File: src/rtl/pid_seq_pkg.sv
// Shared types and default tuning for the pid_seq sequencer.
// The watchdog is a build option controlled by PID_SEQ_WDOG_EN.
package pid_seq_pkg;

  typedef enum logic [2:0] {
    ST_OFF        = 3'd0,
    ST_WAIT_RIDER = 3'd1,
    ST_SOFT       = 3'd2,
    ST_BAL        = 3'd3,
    ST_FAULT      = 3'd4
  } pid_state_e;

  localparam logic [15:0] TILT_LIM_DEF = 16'h1800;
  localparam int unsigned TILT_CNT_DEF = 8;
  localparam int unsigned RIDER_DB_DEF = 4;
  localparam int unsigned VLD_TO_DEF   = 4000;

  // ss_tmr value at which the PID has finished ramping up
  localparam logic [7:0] SS_DONE = 8'hFF;

endpackage

File: src/rtl/pid_seq_smpl_db_cnt.sv
// Consecutive-sample debounce counter: hit rises on the N-th qualifying strobe
// in a row (same cycle) and is then held until clr.
module smpl_db_cnt
  import pid_seq_pkg::*;
#(
  parameter int unsigned N = RIDER_DB_DEF
) (
  input  logic clk,
  input  logic rst,
  input  logic clr,
  input  logic smpl,
  input  logic cond,
  output logic hit
);

  localparam int unsigned W = (N > 1) ? $clog2(N) : 1;

  logic [W-1:0] cnt_q, cnt_d;
  logic         hit_q, hit_d;
  logic         last;

  // Combinational term lets the sequencer react on the qualifying strobe itself
  assign last = smpl && cond && (cnt_q == W'(N - 1));
  assign hit  = hit_q || last;

  always_comb begin
    cnt_d = cnt_q;
    hit_d = hit_q;
    if (clr) begin
      cnt_d = '0;
      hit_d = 1'b0;
    end else if (smpl) begin
      if (!cond)
        cnt_d = '0;
      else if (last)
        hit_d = 1'b1;
      else if (!hit_q)
        cnt_d = cnt_q + W'(1);
    end
  end

  always_ff @(posedge clk or posedge rst) begin
    if (rst) begin
      cnt_q <= '0;
      hit_q <= 1'b0;
    end else begin
      cnt_q <= cnt_d;
      hit_q <= hit_d;
    end
  end

endmodule

File: src/rtl/pid_seq.sv
// pid_seq: power / rider / soft-start / balance sequencer driving the PID controls.
// Define PID_SEQ_WDOG_EN to build the ptch_vld-loss watchdog fault.
module pid_seq
  import pid_seq_pkg::*;
#(
  parameter int unsigned       DATA_W   = 16,
  parameter logic [DATA_W-1:0] TILT_LIM = DATA_W'(TILT_LIM_DEF),
  parameter int unsigned       TILT_CNT = TILT_CNT_DEF,
  parameter int unsigned       RIDER_DB = RIDER_DB_DEF,
  parameter int unsigned       VLD_TO   = VLD_TO_DEF
) (
  input  logic                     clk,
  input  logic                     rst,
  input  logic                     pwr_on,
  input  logic                     rider_pres,
  input  logic                     ptch_vld,
  input  logic signed [DATA_W-1:0] ptch,
  input  logic [7:0]               ss_tmr,
  output logic                     vld,
  output logic                     pwr_up,
  output logic                     rider_off,
  output logic                     mtr_en,
  output logic                     fault,
  output logic [2:0]               state
);

  function automatic logic [DATA_W-1:0] sat_abs(input logic signed [DATA_W-1:0] x);
    logic signed [DATA_W-1:0] neg;
    neg = -x;
    if (!x[DATA_W-1])
      return x;
    if (neg[DATA_W-1])
      return {1'b0, {(DATA_W-1){1'b1}}};
    return neg;
  endfunction

  pid_state_e state_q, state_d;
  logic       vld_q, pwr_up_q, rider_off_q, mtr_en_q, fault_q;
  logic       clr, tilt_cond;
  logic       on_hit, off_hit, tilt_hit, wd_exp;

  assign tilt_cond = (sat_abs(ptch) >= TILT_LIM);
  assign clr       = (state_d != state_q);

  smpl_db_cnt #(.N(RIDER_DB)) u_rider_on (
    .clk(clk), .rst(rst), .clr(clr), .smpl(ptch_vld),
    .cond(rider_pres && !tilt_cond), .hit(on_hit)
  );

  smpl_db_cnt #(.N(RIDER_DB)) u_rider_off (
    .clk(clk), .rst(rst), .clr(clr), .smpl(ptch_vld),
    .cond(!rider_pres), .hit(off_hit)
  );

  smpl_db_cnt #(.N(TILT_CNT)) u_tilt (
    .clk(clk), .rst(rst), .clr(clr), .smpl(ptch_vld),
    .cond(tilt_cond), .hit(tilt_hit)
  );

`ifdef PID_SEQ_WDOG_EN
  localparam int unsigned WD_W = $clog2(VLD_TO + 1);

  logic [WD_W-1:0] wd_q, wd_d;
  logic            bal_act;

  assign bal_act = (state_q == ST_SOFT) || (state_q == ST_BAL);
  assign wd_exp  = bal_act && !ptch_vld && (wd_q == WD_W'(VLD_TO - 1));

  always_comb begin
    wd_d = '0;
    if (bal_act && !ptch_vld && !clr)
      wd_d = wd_q + WD_W'(1);
  end

  always_ff @(posedge clk or posedge rst) begin
    if (rst)
      wd_q <= '0;
    else
      wd_q <= wd_d;
  end
`else
  assign wd_exp = 1'b0 && (VLD_TO != 0);
`endif

  // Priority: power off, then fault, then rider leaving, then forward progress
  always_comb begin
    state_d = state_q;
    case (state_q)
      ST_OFF:
        if (pwr_on) state_d = ST_WAIT_RIDER;
      ST_WAIT_RIDER:
        if (!pwr_on)     state_d = ST_OFF;
        else if (on_hit) state_d = ST_SOFT;
      ST_SOFT, ST_BAL:
        if (!pwr_on)                 state_d = ST_OFF;
        else if (tilt_hit || wd_exp) state_d = ST_FAULT;
        else if (off_hit)            state_d = ST_WAIT_RIDER;
        else if (state_q == ST_SOFT && ss_tmr == SS_DONE)
          state_d = ST_BAL;
      ST_FAULT:
        if (!pwr_on) state_d = ST_OFF;
      default:
        state_d = ST_OFF;
    endcase
  end

  // Outputs are decoded from the next state so they are registered alongside it
  always_ff @(posedge clk or posedge rst) begin
    if (rst) begin
      state_q     <= ST_OFF;
      vld_q       <= 1'b0;
      pwr_up_q    <= 1'b0;
      rider_off_q <= 1'b1;
      mtr_en_q    <= 1'b0;
      fault_q     <= 1'b0;
    end else begin
      state_q <= state_d;
      vld_q   <= ptch_vld && (state_d != ST_OFF) && (state_d != ST_FAULT);
      case (state_d)
        ST_WAIT_RIDER: begin
          pwr_up_q <= 1'b1; rider_off_q <= 1'b1; mtr_en_q <= 1'b0; fault_q <= 1'b0;
        end
        ST_SOFT, ST_BAL: begin
          pwr_up_q <= 1'b1; rider_off_q <= 1'b0; mtr_en_q <= 1'b1; fault_q <= 1'b0;
        end
        ST_FAULT: begin
          pwr_up_q <= 1'b0; rider_off_q <= 1'b1; mtr_en_q <= 1'b0; fault_q <= 1'b1;
        end
        default: begin
          pwr_up_q <= 1'b0; rider_off_q <= 1'b1; mtr_en_q <= 1'b0; fault_q <= 1'b0;
        end
      endcase
    end
  end

  assign vld       = vld_q;
  assign pwr_up    = pwr_up_q;
  assign rider_off = rider_off_q;
  assign mtr_en    = mtr_en_q;
  assign fault     = fault_q;
  assign state     = state_q;

endmodule

File: config.mk
export PLATFORM = sky130hd
export DESIGN_NAME = pid_seq
export DESIGN_NICKNAME = d
export VERILOG_FILES = /design/src/rtl/pid_seq_pkg.sv /design/src/rtl/pid_seq_smpl_db_cnt.sv /design/src/rtl/pid_seq.sv
export SDC_FILE = /design/constraint.sdc
export NUM_CORES = 1
export LEC_CHECK = 0
export ABC_CLOCK_PERIOD_IN_PS = 5400
export BUFFER_PORTS_ARGS = -buffer_cell sky130_fd_sc_hd__buf_4
export CORE_MARGIN = 8
export CORE_UTILIZATION = 30
export DETAILED_ROUTE_END_ITERATION = 12
export GPL_ROUTABILITY_DRIVEN = 0
export HOLD_SLACK_MARGIN = 0.15
export SYNTH_ARGS = -nofsm -noshare
export SYNTH_HDL_FRONTEND = slang
export SYNTH_SLANG_ARGS = --single-unit
File: constraint.sdc
create_clock -name clk -period 5.4 [get_ports clk]
set_input_delay 1.08 -clock clk [delete_from_list [all_inputs] [get_ports clk]]
set_output_delay 1.08 -clock clk [all_outputs]
set_load 0.005 [all_outputs]
==> results of run 1 <==
==> metrics by stage <==
| stage | cell area (µm²) | utilization (%) | power (W) | setup WS (ps) | hold WS [ps] |
|---|---|---|---|---|---|
| CTS | 1650 | 40.7 | 0.000312 | 2050 | 594 |
| global route | 1650 | 40.7 | 0.000323 | 1870 | 618 |
| detailed placement | 1600 | 39.3 | 0.000199 | 1790 | 579 |
| finish | 1650 | 40.7 | 0.000309 | 2040 | 585 |
| global placement | 1600 | 39.3 | 0.000196 | 1840 | 543 |
| floorplan | 1280 | - | 0.000172 | 2210 | 529 |
==> cell type report <==
cell class,count,area [µm²]
fill,409,2410
multi-input combinational,106,782
sequential,18,452
timing repair buffer,36,270
tap,50,62.6
clock buffer,4,55.1
inverter,8,30.0
==> cells by family (layout without fill, tap and decap cells) <==
family,Yosys count,after routing
AND/OR/NAND/NOR,60,60
AO/OA/AOI/OAI,39,39
flip-flops,18,18
buffers and inverters,11,48
adder cells (fa/ha/maj),5,5
multiplexers,2,2
==> state kept, by name, summed over array words and instances (netlist names) <==
signal             cells
u_rider_on.hit_q       1
u_tilt.hit_q           1
fault                  1
u_tilt.cnt_q           3
u_rider_off.cnt_q      2
rider_off              1
state                  3
vld                    1
pwr_up                 1
mtr_en                 1
u_rider_off.hit_q      1
u_rider_on.cnt_q       2
==> power by group <==
group / internal [W] / total, W / switching, W
Combinational: 0.0000270 / 0.0000547 / 0.0000277
Sequential: 0.000139 / 0.000142 / 0.00000303
Clock: 0.0000649 / 0.000112 / 0.0000476
Total: 0.000230 / 0.000309 / 0.0000783
==> synthesized netlist by cell type, types with 2 or more instances <==
cell type  count  area (µm²)
a211o_1        2        17.5
a21oi_1        8        40.0
a22oi_1        3        22.5
clkbuf_1       2        7.51
dfrtp_1       17         425
ha_1           5        62.6
inv_1          8        30.0
mux2i_1        2        20.0
nand2_1        9        33.8
nand3_1        3        15.0
nand4_1        2        12.5
nor2_1         9        33.8
nor2b_1        7        43.8
nor3_1         3        15.0
nor3_2         9        90.1
o21a_1         2        15.0
o21ai_0        9        45.0
or2_2          2        12.5
==> worst min-delay path, cell delays in order, from the launching register on <==
cell and delay, ps:
dfrtp_1 350, a22oi_1 80, nor3_2 110
==> metal layers <==
| metal | up-vias | share of wire (%) |
|---|---|---|
| li1 | 580 | - |
| met1 | 595 | 40 |
| met2 | 35 | 50 |
| met3 | 7 | 7.4 |
| met4 | 0 | 1.7 |
| met5 | - | 0 |
==> worst min path at each step <==
stage / startpoint / end / cells past startpoint
6_report: u_tilt.cnt_q[2] / u_tilt.cnt_q[2] / 2
4_1_cts: u_tilt.cnt_q[2] / u_tilt.cnt_q[2] / 2
3_3_place_gp: u_tilt.cnt_q[1] / u_tilt.cnt_q[1] / 2
5_1_grt: u_tilt.cnt_q[2] / u_tilt.cnt_q[2] / 2
3_5_place_dp: u_tilt.cnt_q[2] / u_tilt.cnt_q[2] / 2
2_1_floorplan: u_tilt.cnt_q[1] / u_tilt.cnt_q[1] / 2
==> reports/qor.csv, run 1 <==
stage,metric,value,unit
yosys,muxShareOfSynthArea,1.56,%
yosys,ys_seq_area_share,35.2,%
detailed_routing,drc,0,
floorplan,die_w,81.4,µm
timing,post-route-period-util,62.3,%
floorplan,design.die.area,6620,µm²
critical_path,crit_fanout,10,
yosys,synth_edf_count,0,
yosys,synth_top_family_by_area,simple AND/OR/NAND/NOR gates,
hold_path,hp-class,reg -> reg,
placement,place_inst,218,
yosys,synth_xor_area_share,0,%
yosys,synth_flop_cell,dfrtp_1,
yosys,synthAdderAreaFrac,4.88,%
yosys,syn-instance-count,135,
cts,ctsHtreeMaxLevel,1,
status,status,finished clean,
critical_path,critPathTopFamily,compound AO/OA/AOI/OAI gates,
detailed_routing,routed_via_density,5.48,
grt,grt-ovfl-total,0,
critical_path,critPathLaunchType,input pin,
yosys,yosys.area_share.simple,31.6,%
floorplan,core_area,4060,µm²
timing,setup_tns,0,ps
yosys,ys_seq_elements,18,
timing,skew,4.30,ps
detailed_routing,dr.pass1.iters,4,
detailed_routing,drt-initial-drc-count,115,
timing,setup_violations,0,
finish,instances_no_fill,222,
critical_path,crit_cells,8,
critical_path,critPathBufInv,1,
critical_path,startpoint,ptch[10],
flow_run,maxCapViolations,0,
critical_path,cp-endpoint,u_tilt.cnt_q[2],
yosys,ys_warn_count,0,
power,power_density,187,nW/µm²
cts,numClockSinks,18,
grt,grt_pass1_vias,1233,
grt,grt_use_met2,18.5,%
cts,numCtsBuffers,3,
cts,cts_buffer_depth,2,
yosys,async_flop_share,100,%
timing,hold_viol,0,
grt,grt_use_met1,12.3,%
cts,cts_tree,built,
cts,cts.clk_slew.worst_paths,70,ps
detailed_routing,wire_per_inst,15.4,µm
power,irDropWorstVdd,0.0821,mV
critical_path,rr_endpoint,u_tilt.cnt_q[2],
critical_path,critPathRequiredTime,5530,ps
cts,cts_resized,0,
grt,grtUsageMet3,3.20,%
timing,slew_viol_final,0,
floorplan,rows,23,
cts,hold_buffers,0,
grt,antenna_found_initial,0,
finish,final_nets,207,
critical_path,reg2reg_depth,6,
critical_path,worstPathCellList,buf_4 -> or4_4 -> nor4_4 -> a21oi_1 -> a2111oi_2 -> o311a_1 -> a211o_1 -> nor3_2,
finish,layout_common_cells,"buf_4, dfrtp_1",
timing,fin_crit,3360,ps
critical_path,critPathKind,in -> reg,
grt,busiest_layer,met2,
detailed_routing,routed_wl,3430,µm
detailed_routing,ant_nets,0,
cts,cts_root_buf,clkbuf_8,
critical_path,cp.arrival,3490,ps
placement,dp.final_hpwl,2720,µm
critical_path,end_kind,register,
yosys,syn_avg_cell_area,9.50,µm²
timing,rsz0062_at_grt,false,
grt,grt_pass1_wl,5610,µm
finish,diodes,0,
timing,maxSlewHeadroom,53.5,%
finish,final_common_cell,buf_4,
yosys,ys_types,51,
power,power.leakage,0.779,nW
grt,grt_usage,10.9,%
grt,grt_max_degree,19,
cts,worstSkewPairLatency,260,ps
finish,drive_above_1_share,36.6,%
floorplan,die_h,81.4,µm
critical_path,critPathMaxStageDelay,550,ps
placement,portBuffers,36,
detailed_routing,num_vias,1217,
critical_path,r2r-start,state[1],
timing,tightest_slew,697,ps
floorplan,boundaryPins,37,
cts,post_cts_buffers,0,
floorplan,start_util,31.6,%
finish,syn_to_final_growth,28.8,%
critical_path,r2r_setup_slack,2950,ps
yosys,synth_nets,169,
timing,clock.fmax,297,MHz
critical_path,crit_slowest_cell,or4_4,
yosys,synth-compound-area-share,22.9,%
yosys,syn_area,1280,µm²
Power figures use the tool's default switching activity.
==> run 2: changes to the inputs <==
--- a/config.mk
+++ b/config.mk
@@ -5,7 +5,7 @@
 export SDC_FILE = /design/constraint.sdc
 export NUM_CORES = 1
 export LEC_CHECK = 0
-export ABC_CLOCK_PERIOD_IN_PS = 5400
+export ABC_CLOCK_PERIOD_IN_PS = 3000
 export BUFFER_PORTS_ARGS = -buffer_cell sky130_fd_sc_hd__buf_4
 export CORE_MARGIN = 8
 export CORE_UTILIZATION = 30
==> constraint.sdc (replaced) <==
create_clock -name clk -period 3 [get_ports clk]
set_input_delay 0.6 -clock clk [delete_from_list [all_inputs] [get_ports clk]]
set_output_delay 0.6 -clock clk [all_outputs]
set_load 0.005 [all_outputs]
==> run 2 against run 1 <==
Sequential share of layout area down 0.92 points. Non-clock buffer count up 5. Sequential power up 80%. Register-to-register slack worse by 2100 ps. Highest routed layer unchanged. Largest power group unchanged. Global-route usage down 0.94 points. Clock power up 77%. Worst hold slack worse by 130 ps. Utilization up 1.4 points. Final area up 3.5%. Clock skew about the same. Power up 81%. Critical path type unchanged. Worst setup slack worse by 1900 ps.
==> reports/qor.csv, run 2 (same netlist as run 1, synthesis figures left out) <==
stage,metric,value,unit
detailed_routing,routed_wl,3310,µm
placement,placed_area,1650,µm²
critical_path,critPathRequiredTime,3120,ps
finish,final_nets,212,
finish,drive_above_1_share,38.4,%
timing,skew,4.62,ps
floorplan,core_area,4060,µm²
power,seq_power_share,45.6,%
timing,tightest_slew,701,ps
cts,numClockSinks,18,
finish,diodes,0,
critical_path,r2r_setup_slack,850,ps
detailed_routing,drt-initial-drc-count,113,
critical_path,critPathBufInv,1,
grt,grt_pass1_vias,1198,
grt,antenna_found_initial,0,
detailed_routing,drc,0,
critical_path,crit_slowest_cell,or4_4,
cts,cts.clk_slew.worst_paths,70,ps
grt,grt_max_degree,19,
grt,grt-ovfl-total,0,
detailed_routing,num_vias,1215,
critical_path,crit_cells,8,
grt,grt_pass1_wl,5330,µm
floorplan,start_util,31.6,%
cts,cts_buffer_depth,2,
floorplan,design.die.area,6620,µm²
timing,setup_violations,0,
critical_path,reg2reg_depth,7,
power,irDropWorstVdd,0.215,mV
cts,numCtsBuffers,3,
floorplan,rows,23,
floorplan,die_w,81.4,µm
status,status,finished clean,
power,net-switching-power,0.000138,W
critical_path,critPathTopFamily,compound AO/OA/AOI/OAI gates,
cts,worstSkewPairLatency,250,ps
power,power_density,327,nW/µm²
finish,instances_no_fill,227,
critical_path,critPathMaxStageDelay,550,ps
timing,post-route-period-util,95.2,%
cts,hold_buffers,0,
timing,clock.fmax,350,MHz
power,comb_power_share,19.1,%
cts,post_cts_buffers,0,
critical_path,crit_fanout,10,
finish,syn_to_final_growth,33.3,%
timing,whs,458,ps
hold_path,hp-class,in -> async,
finish,layout_common_cells,"buf_4, dfrtp_1",
power,swShare,24.7,%
critical_path,critPathLaunchType,input pin,
finish,fillerInstances,395,
placement,place_inst,223,
placement,dp.final_hpwl,2640,µm
detailed_routing,routed_via_density,5.35,
detailed_routing,ant_nets,0,
power,pwr-share-clk,35.4,%
floorplan,boundaryPins,37,
cts,cts_tree,built,
flow_run,maxCapViolations,0,
critical_path,cp.arrival,2980,ps
timing,slew_viol_final,0,
critical_path,critPathKind,in -> reg,
placement,portBuffers,36,
critical_path,worstPathCellList,buf_4 -> or4_4 -> nor4_4 -> a21oi_1 -> a2111oi_2 -> o311a_1 -> a211o_1 -> nor3_2,
grt,grt_usage,9.95,%
detailed_routing,wire_per_inst,14.6,µm
finish,stdcell_area,1710,µm²
timing,maxSlewHeadroom,53.2,%
cts,ctsHtreeMaxLevel,1,
cts,cts_root_buf,clkbuf_8,
timing,fin_crit,2860,ps
cts,cts_resized,0,
timing,hold_viol,0,
finish,final_common_cell,buf_4,
power,power.leakage,0.808,nW
power,power.internal,0.000421,W
critical_path,end_kind,register,
floorplan,die_h,81.4,µm
detailed_routing,dr.pass1.iters,4,
-- run 2: worst paths after layout --
| path | start | end |
|---|---|---|
| setup / recovery | ptch[10] | u_rider_on.hit_q |
| hold / removal | rst | state[1] |
| setup reg to reg | state[1] | u_rider_off.cnt_q[0] |
| hold reg to reg | u_tilt.cnt_q[1] | u_tilt.cnt_q[1] |
| max in group asynchronous | rst | u_tilt.hit_q |
| min in group clk | u_tilt.cnt_q[1] | u_tilt.cnt_q[1] |
-- run 2: area by class of cell --
class	count	area, µm²	area share (%)
sequential	18	452	26.4
multi-input combinational	106	790	46.2
tap	50	62.6	3.66
clock buffer	4	55.1	3.22
inverter	8	30.0	1.76
timing repair buffer	41	320	18.7
-- run 2: per-layer routing --
metal / track usage (%) / vias to the layer above / routed length, µm
met5: 0 / - / 0
met4: 1.07 / 0 / 6
met3: 3.09 / 2 / 257
met2: 18.5 / 38 / 1710
met1: 11.1 / 587 / 1340
li1: - / 588 / -
-- run 2: stage by stage --
stage | setup TNS [ps] | power [W] | util [%] | setup slack, ps
after CTS | 0 | 0.000568 | 41.9 | 94.5
after detailed placement | -1400 | 0.000365 | 40.6 | -167
final | 0 | 0.000559 | 42.1 | 143
after global placement | -397 | 0.000361 | 40.6 | -47.8
after floorplan | 0 | 0.000309 | - | 292
after global routing | -1.55 | 0.000589 | 42.1 | -1.55
-- run 2: power by group through the flow --
stage               clock [W]  sequential, W  combinational, W
floorplan                   0       0.000258         0.0000504
global placement            0       0.000259          0.000102
detailed placement          0       0.000259          0.000106
CTS                  0.000206       0.000255          0.000106
global route         0.000217       0.000256          0.000117
finish               0.000198       0.000255          0.000107
